==> src/rtl/georgios_pkg.sv <==
// Shared opcode constants, immediate-byte classification and FSM state type
// for the instr_issue fetch/issue front end.
package georgios_pkg;

  localparam logic [2:0] OP_HALT = 3'd0;
  localparam logic [2:0] OP_NOP  = 3'd1;
  localparam logic [2:0] OP_SET  = 3'd2;
  localparam logic [2:0] OP_COPY = 3'd3;
  localparam logic [2:0] OP_ADDR = 3'd4;
  localparam logic [2:0] OP_ADDV = 3'd5;
  localparam logic [2:0] OP_SUBR = 3'd6;
  localparam logic [2:0] OP_SUBV = 3'd7;

  typedef enum logic [2:0] {
    IDLE,
    FETCH,
    FETCH_IMM,
    ISSUE,
    HALTED
  } state_e;

  // Ops carrying a second (immediate) byte in program memory.
  function automatic logic needs_imm(input logic [2:0] op);
    return (op == OP_SET) || (op == OP_ADDV) || (op == OP_SUBV);
  endfunction

endpackage

==> src/rtl/prog_counter.sv <==
// Program counter: ADDR_W bits wide, synchronous reset to 0, increments by one
// when inc_i is set and wraps silently from all-ones back to zero.
module prog_counter #(
  parameter int ADDR_W = 8
) (
  input  logic              clock,
  input  logic              reset,
  input  logic              inc_i,
  output logic [ADDR_W-1:0] pc_o
);

  logic [ADDR_W-1:0] pc_q, pc_d;

  always_comb begin
    pc_d = pc_q;
    if (inc_i) pc_d = pc_q + ADDR_W'(1);
  end

  // NOTE: state registers use non-blocking assignments so every flop samples pre-edge values.
  always_ff @(posedge clock) begin
    if (reset) pc_q <= '0;
    else       pc_q <= pc_d;
  end

  assign pc_o = pc_q;

endmodule

==> src/rtl/instr_issue.sv <==
// Fetch/issue front end: reads op and optional immediate bytes from program
// memory and hands {op, ra, rb, imm} to the decoder. Optional ISSUE_COUNT_EN.
module instr_issue
  import georgios_pkg::*;
#(
  parameter int W      = 8,
  parameter int OP_W   = 3,
  parameter int REG_W  = 2,
  parameter int ADDR_W = 8
) (
  input  logic              clock,
  input  logic              reset,
  input  logic              start,
  output logic [ADDR_W-1:0] mem_addr,
  output logic              mem_rd,
  input  logic [W-1:0]      mem_data,
  input  logic              mem_valid,
  output logic [OP_W-1:0]   op,
  output logic [REG_W-1:0]  ra,
  output logic [REG_W-1:0]  rb,
  output logic [W-1:0]      imm,
  output logic              op_valid,
  input  logic              op_ready,
  output logic              halted
`ifdef ISSUE_COUNT_EN
  ,
  output logic [15:0]       issued_count
`endif
);

  state_e            state_q, state_d;
  logic [OP_W-1:0]   op_q;
  logic [REG_W-1:0]  ra_q, rb_q;
  logic [W-1:0]      imm_q;
  logic [OP_W-1:0]   op_field;
  logic [REG_W-1:0]  ra_field, rb_field;
  logic              in_fetch, in_fetch_imm, byte_taken, handshake;

  assign op_field = mem_data[W-1 -: OP_W];
  assign ra_field = mem_data[W-1-OP_W -: REG_W];
  assign rb_field = mem_data[W-1-OP_W-REG_W -: REG_W];

  assign in_fetch     = (state_q == FETCH);
  assign in_fetch_imm = (state_q == FETCH_IMM);
  // mem_valid only counts while a read is outstanding; strays are dropped here.
  assign byte_taken   = mem_valid && (in_fetch || in_fetch_imm);
  assign handshake    = op_valid && op_ready;

  prog_counter #(.ADDR_W(ADDR_W)) u_pc (
    .clock (clock),
    .reset (reset),
    .inc_i (byte_taken),
    .pc_o  (mem_addr)
  );

  // NOTE: next-state defaults to the current state first, so no path leaves state_d unassigned (no latch).
  always_comb begin
    state_d = state_q;
    unique case (state_q)
      IDLE:      if (start) state_d = FETCH;
      FETCH:     if (mem_valid) state_d = needs_imm(3'(op_field)) ? FETCH_IMM : ISSUE;
      FETCH_IMM: if (mem_valid) state_d = ISSUE;
      ISSUE:     if (handshake) state_d = (op_q == OP_W'(OP_HALT)) ? HALTED : FETCH;
      HALTED:    state_d = HALTED;
      default:   state_d = IDLE;
    endcase
  end

  // NOTE: reset clears the issue fields too, so the decoder never sees stale bytes after reset.
  always_ff @(posedge clock) begin
    if (reset) begin
      state_q <= IDLE;
      op_q    <= '0;
      ra_q    <= '0;
      rb_q    <= '0;
      imm_q   <= '0;
    end else begin
      state_q <= state_d;
      if (in_fetch && mem_valid) begin
        op_q  <= op_field;
        ra_q  <= ra_field;
        rb_q  <= rb_field;
        imm_q <= '0;
      end
      if (in_fetch_imm && mem_valid) imm_q <= mem_data;
    end
  end

  assign mem_rd   = in_fetch || in_fetch_imm;
  assign op_valid = (state_q == ISSUE);
  assign halted   = (state_q == HALTED);
  assign op       = op_q;
  assign ra       = ra_q;
  assign rb       = rb_q;
  assign imm      = imm_q;

`ifdef ISSUE_COUNT_EN
  logic [15:0] issued_count_q;

  always_ff @(posedge clock) begin
    if (reset) issued_count_q <= '0;
    else if (handshake && (issued_count_q != 16'hFFFF)) issued_count_q <= issued_count_q + 16'd1;
  end

  assign issued_count = issued_count_q;
`endif

endmodule

==> config.mk <==
export PLATFORM = sky130hd
export DESIGN_NAME = instr_issue
export DESIGN_NICKNAME = d
export VERILOG_FILES = /design/src/rtl/georgios_pkg.sv /design/src/rtl/prog_counter.sv /design/src/rtl/instr_issue.sv
export SDC_FILE = /design/constraint.sdc
export NUM_CORES = 1
export LEC_CHECK = 0
export BUFFER_PORTS_ARGS = -buffer_cell sky130_fd_sc_hd__buf_4
export CELL_PAD_IN_SITES_DETAIL_PLACEMENT = 1
export CELL_PAD_IN_SITES_GLOBAL_PLACEMENT = 2
export CORE_ASPECT_RATIO = 0.75
export CORE_MARGIN = 4
export CORE_UTILIZATION = 28
export CTS_CLUSTER_DIAMETER = 120
export DETAILED_ROUTE_END_ITERATION = 8
export PLACE_DENSITY = 0.74
export SLEW_MARGIN = 30
export SYNTH_ARGS = -nofsm -noshare
export SYNTH_HDL_FRONTEND = slang
export SYNTH_SLANG_ARGS = --single-unit
==> constraint.sdc <==
create_clock -name clock -period 1.9 [get_ports clock]
set_clock_uncertainty 0.1 [all_clocks]
set_input_delay 0.38 -clock clock [delete_from_list [all_inputs] [get_ports clock]]
set_output_delay 0.38 -clock clock [all_outputs]
set_load 0.02 [all_outputs]
==> impl_metrics.py, run 1 <==
metrics = {
    "pwr": {
        "p_int_uw": 942,
        "ir_drop_mv": 0.479,
        "p_sw_uw": 314,
        "p_per_area_nw_per_um2": 808,
        "combinationalPowerShare_pct": 16.8,
        "p_sw_share_pct": 25.0,
        "seqPwrFrac_pct": 46.2,
        "clockPowerShare_pct": 36.9,
        "leakagePower_uw": 0.000651,
    },
    "setup_path": {
        "cp.arrival_ns": 1.23,
        "crit_start": "state_q[0]",
        "r2r_setup_slack_ns": 0.24,
        "cp_num_cells": 3,
        "r2r_cells": 4,
        "slowest_delay_ns": 0.35,
        "critPathLaunchType": "flop",
        "crit_slowest_cell": "dfxtp_1",
        "cp.required_ns": 1.42,
        "rr_endpoint": "u_pc.pc_o[7]",
        "cp_cell_sequence": "buf_4, nor3b_1, buf_4",
        "critPathMaxFanout": 8,
        "crit_family": "buffers and inverters",
        "criticalPathCategory": "flop to output pin",
        "r2r-start": "state_q[0]",
        "cpMostUsedCell": "buf_4",
        "crit_path_end": "halted",
        "path_buf_inv": 2,
        "cp-end-kind": "output pin",
    },
    "timing": {
        "rsz0062_at_grt": "no",
        "setup_tns_ns": 0,
        "maxSlewHeadroom_pct": 78.3,
        "worst_slew_pin_slew_ns": 0.323,
        "finalSetupViolations": 0,
        "drv_slew": 0,
        "post-route-period-util_pct": 90.2,
        "layout_setup_ws_ns": 0.187,
        "fmax_mhz": 584,
        "whs_ns": 0.241,
        "hold_violations": 0,
        "period_minus_slack_ns": 1.71,
    },
    "yosys": {
        "synth_top_area_share_pct": 46.5,
        "synth_top_family_by_area": "simple AND/OR/NAND/NOR gates",
        "ys_ff_latch": 26,
        "syn_area_per_cell_sq_um": 9.33,
        "synth.distinct_cells": 31,
        "synth_nets": 134,
        "synth.area.mux_share_pct": 10.8,
        "synth.cell_area_sq_um": 1120,
        "yosys_warnings": 0,
        "synth_compound_area_share_pct": 8.94,
        "synth_seq_area_share_pct": 46.5,
        "synth-simple-area-share_pct": 22.6,
        "synth_area_leaders": "dfxtp_1, mux2i_1, nor2_1",
        "synth_area_leader_cell": "dfxtp_1",
        "synthCells": 120,
        "synthXorXnorAreaFrac_pct": 6.15,
        "synth-adder-area-share_pct": 1.12,
    },
    "floorplan": {
        "num_rows": 19,
        "start_util_pct": 29.8,
        "design.die.area_sq_um": 5090,
        "die_width_um": 81.0,
        "fp.dieH_um": 62.8,
        "io_pins": 39,
        "core_area_sq_um": 3760,
    },
    "place": {
        "routabilityCongestion": 0.757,
        "dp_slack_ns": 0.223,
        "dp_hpwl_mm": 2.24,
        "numPortBuffers": 38,
        "placed_cell_area_sq_um": 1480,
    },
    "clock_network": {
        "ctsHoldBuffers": 0,
        "clk_pin_slew_ns": 0.10,
        "numCtsBuffers": 3,
        "post_cts_resized": 0,
        "clk_latency_ns": 0.27,
        "htree_levels": 1,
        "cts-root-buf": "clkbuf_8",
        "clkSinkCount": 26,
        "cts.path.max_buffers": 2,
        "cts_tree": "done",
        "postCtsSetupBuffers": 0,
    },
    "cells_and_area": {
        "area_delta_synth_final_pct": 38.8,
        "final_common_cell": "buf_4",
        "most-common-layout-cells": "buf_4, nor2_1, dfxtp_1",
        "n_antenna_cell": 0,
        "fin_area_sq_um": 1550,
        "layout-drive-gt1-share_pct": 33.3,
        "nets": 177,
        "finalCoreUtilization_pct": 41.4,
    },
    "grt": {
        "overflow": 0,
        "grt_max_degree": 28,
        "antenna_found_initial": 0,
        "grt_pass1_wl_mm": 5.04,
        "grt_pass1_vias": 1076,
        "track_usage_pct": 12.5,
    },
    "flow_run": {
        "maxCapViolations": 0,
    },
    "min_path": {
        "hold_path_class": "input pin to flop",
    },
    "drt": {
        "vias": 985,
        "drt-pass1-iter-count": 4,
        "viasPerCell": 4.60,
        "antenna_left": 0,
        "wl_mm": 2.94,
        "wl_per_cell_um": 13.8,
        "drcViolationCount": 0,
        "drtIter0Drc": 28,
    },
    "outcome": {
        "status": "finished clean",
    },
}
cells by family (layout without fill, tap and decap cells):
family | Yosys count | in the layout
AND/OR/NAND/NOR | 52 | 52
flip-flops | 26 | 26
AO/OA/AOI/OAI | 14 | 14
multiplexers | 12 | 12
buffers and inverters | 8 | 50
XOR/XNOR | 7 | 7
adder cells (fa/ha/maj) | 1 | 1
tightest hold or removal path: stages:
cell,delay (ns)
buf_4,0.08
a22oi_1,0.05
nor2_1,0.07
layout make-up:
| class | instances | area (sq um) |
|---|---|---|
| Clock buffer | 3 | 41.3 |
| Sequential cell | 26 | 520 |
| Timing Repair Buffer | 45 | 338 |
| Clock inverter | 1 | 30.0 |
| Tap cell | 52 | 65.1 |
| Inverter | 1 | 3.75 |
| Multi-Input combinational cell | 86 | 556 |
| Fill cell | 470 | 2200 |
power groups by stage:
stage | Clock, uW | Combinational [uW] | Sequential (uW)
final | 464 | 211 | 581
after global routing | 503 | 233 | 584
after CTS | 477 | 217 | 581
after detailed placement | 0 | 216 | 594
after global placement | 0 | 212 | 592
after floorplan | 0 | 114 | 607
per-layer routing:
metal	part of all wire (%)	GRT usage (%)
met5	0	0
met4	0.58	2.53
met3	5.5	4.03
met2	49	21.1
met1	45	15.4
flip-flops by register name, indices dropped and copies added, names as in the netlist:
| signal | cells |
|---|---|
| rb | 2 |
| imm | 8 |
| ra | 2 |
| u_pc.pc_o | 8 |
| op | 3 |
| state_q | 3 |
worst min path at each step:
stage	start	to	slack, ns	cells past startpoint
6_report	mem_data[0]	imm[0]	0.24	3
5_1_grt	mem_data[3]	ra[0]	0.25	3
4_1_cts	mem_data[0]	imm[0]	0.24	3
3_5_place_dp	rb[1]	rb[1]	0.40	2
3_3_place_gp	ra[1]	ra[1]	0.38	2
2_1_floorplan	state_q[2]	state_q[1]	0.41	1
stage by stage:
step / cells / total power (uW)
final: 214 / 1260
after global routing: 214 / 1320
after CTS: 214 / 1280
after detailed placement: 210 / 810
after global placement: 210 / 804
after floorplan: 120 / 721
synthesized netlist by cell type:
library cell and number:
nor4_2 1, o21a_1 1, clkbuf_1 2, or3b_2 1
nor3_1 5, a22oi_1 8, nand2b_1 2, nor2_1 27
nor3b_1 2, nand3_1 3, mux2i_1 11, inv_1 1
a311oi_1 1, nor2b_1 1, buf_6 1, nor2_2 1
dfxtp_1 26, nor3b_2 1, xnor2_2 1, mux2_1 1
a2bb2oi_1 1, xor2_1 1, a21oi_1 3, buf_4 1
nor4_1 2, buf_2 2, buf_1 1, ha_1 1
xnor2_1 5, nand2_1 5, or2_1 1
Power figures use the tool's default switching activity.
==> run 2, diff against run 1 <==
--- a/config.mk
+++ b/config.mk
@@ -10,10 +10,10 @@
 export CELL_PAD_IN_SITES_GLOBAL_PLACEMENT = 2
 export CORE_ASPECT_RATIO = 0.75
 export CORE_MARGIN = 4
-export CORE_UTILIZATION = 28
+export CORE_UTILIZATION = 26
 export CTS_CLUSTER_DIAMETER = 120
 export DETAILED_ROUTE_END_ITERATION = 8
-export PLACE_DENSITY = 0.74
+export PLACE_DENSITY = 0.69
 export SLEW_MARGIN = 30
 export SYNTH_ARGS = -nofsm -noshare
 export SYNTH_HDL_FRONTEND = slang
==> run 2 against run 1 <==
Clock power shrank 2%. Critical path depth is the same. Largest power group unchanged. Design area grew 0.24%. Flip-flop and latch count is the same. Non-clock buffer count is the same. Sequential power is essentially flat. Fmax is essentially flat.
==> impl_metrics.py, run 2 (synthesized netlist as in run 1, its figures left out) <==
metrics = {
    "pwr": {
        "combinationalPowerShare_pct": 17.0,
        "p_per_area_nw_per_um2": 800,
        "leakagePower_uw": 0.000651,
        "ir_drop_mv": 0.353,
        "p_int_uw": 941,
        "clockPowerShare_pct": 36.4,
        "p_sw_share_pct": 24.5,
        "p_sw_uw": 305,
        "seqPwrFrac_pct": 46.6,
    },
    "clock_network": {
        "ctsHoldBuffers": 0,
        "post_cts_resized": 0,
        "numCtsBuffers": 3,
        "clk_pin_slew_ns": 0.10,
        "cts_tree": "done",
        "cts-root-buf": "clkbuf_8",
        "clk_latency_ns": 0.27,
        "cts.path.max_buffers": 2,
        "clkSinkCount": 26,
        "htree_levels": 1,
        "postCtsSetupBuffers": 0,
    },
    "min_path": {
        "hold_path_class": "input pin to flop",
    },
    "timing": {
        "worst_slew_pin_slew_ns": 0.333,
        "maxSlewHeadroom_pct": 77.6,
        "drv_slew": 0,
        "post-route-period-util_pct": 90.2,
        "rsz0062_at_grt": "no",
        "fmax_mhz": 584,
        "period_minus_slack_ns": 1.71,
        "setup_tns_ns": 0,
        "hold_violations": 0,
        "finalSetupViolations": 0,
    },
    "grt": {
        "track_usage_pct": 11.8,
        "grt_max_degree": 28,
        "grt_pass1_wl_mm": 5.23,
        "antenna_found_initial": 0,
        "overflow": 0,
        "grt_pass1_vias": 1079,
    },
    "floorplan": {
        "io_pins": 39,
        "die_width_um": 83.8,
        "start_util_pct": 27.3,
        "design.die.area_sq_um": 5430,
        "fp.dieH_um": 64.8,
        "core_area_sq_um": 4100,
        "num_rows": 20,
    },
    "place": {
        "numPortBuffers": 38,
        "routabilityCongestion": 0.790,
        "dp_hpwl_mm": 2.33,
        "dp_cells": 213,
        "placed_cell_area_sq_um": 1490,
    },
    "cells_and_area": {
        "layout-drive-gt1-share_pct": 33.3,
        "fin_area_sq_um": 1560,
        "nets": 177,
        "most-common-layout-cells": "buf_4, nor2_1, dfxtp_1",
        "n_antenna_cell": 0,
        "final_common_cell": "buf_4",
        "finalCoreUtilization_pct": 38.0,
        "area_delta_synth_final_pct": 39.1,
        "fill_cells": 502,
        "final_cell_count_no_fill": 217,
    },
    "setup_path": {
        "critPathMaxFanout": 8,
        "slowest_delay_ns": 0.35,
        "crit_slowest_cell": "dfxtp_1",
        "critPathLaunchType": "flop",
        "cp_cell_sequence": "buf_4, nor3b_1, buf_4",
        "cpMostUsedCell": "buf_4",
        "cp-end-kind": "output pin",
        "cp.required_ns": 1.42,
        "cp.arrival_ns": 1.23,
        "criticalPathCategory": "flop to output pin",
    },
    "drt": {
        "antenna_left": 0,
        "drtIter0Drc": 18,
        "viasPerCell": 4.59,
        "wl_per_cell_um": 14.0,
        "wl_mm": 3.04,
        "vias": 996,
        "drcViolationCount": 0,
        "drt-pass1-iter-count": 4,
    },
    "outcome": {
        "status": "finished clean",
    },
    "flow_run": {
        "maxCapViolations": 0,
    },
}
run 2: cell counts in the layout (fill, tap and decap cells not counted):
No cell type changed its count.
run 2: metrics by stage:
stage | setup slack [ns] | power, uW | hold WS, ns
6_report | 0.187 | 1250 | 0.249
5_1_grt | 0.0844 | 1310 | 0.251
4_1_cts | 0.160 | 1270 | 0.244
3_5_place_dp | 0.242 | 810 | 0.393
3_3_place_gp | 0.291 | 804 | 0.380
2_1_floorplan | 0.230 | 721 | 0.412
run 2: cell type report:
cell class / count / area (sq um) / share of cell area (%)
multi-input cells: 86 / 556 / 35.7
flip-flops and latches: 26 / 520 / 33.4
repair buffers: 45 / 338 / 21.7
well taps: 55 / 68.8 / 4.42
clock buffers: 3 / 41.3 / 2.65
clock inverters: 1 / 30.0 / 1.93
inverters: 1 / 3.75 / 0.241
run 2: power groups by stage:
stage | Sequential [uW] | Clock, uW | Combinational [uW]
2_1_floorplan | 607 | 0 | 114
3_3_place_gp | 592 | 0 | 213
3_5_place_dp | 593 | 0 | 217
4_1_cts | 581 | 477 | 217
5_1_grt | 584 | 495 | 234
6_report | 581 | 453 | 212
run 2: metal layers:
metal,wire length (um),vias to the layer above,part of all wire (%),track usage [%]
met5,0,-,0,0
met4,0,0,0,0
met3,223,0,7.3,4.83
met2,1430,31,47,19.8
met1,1390,471,46,15.2
li1,-,494,-,-
run 2: final timing paths:
kind	slack, ns	cells after the start	to	from
worst max-delay path	0.19	3	halted	state_q[0]
worst max register to register	0.24	4	u_pc.pc_o[7]	state_q[0]
worst min register to register	0.41	2	rb[1]	rb[1]
worst min-delay path	0.25	3	rb[1]	mem_data[2]
run 2: worst max-delay path: cells and delay by family, from the launching register on:
family / cells / cell delay (ns)
AND/OR/NAND/NOR: 1 / 0.25
buffers and inverters: 2 / 0.37
flip-flops: 1 / 0.35
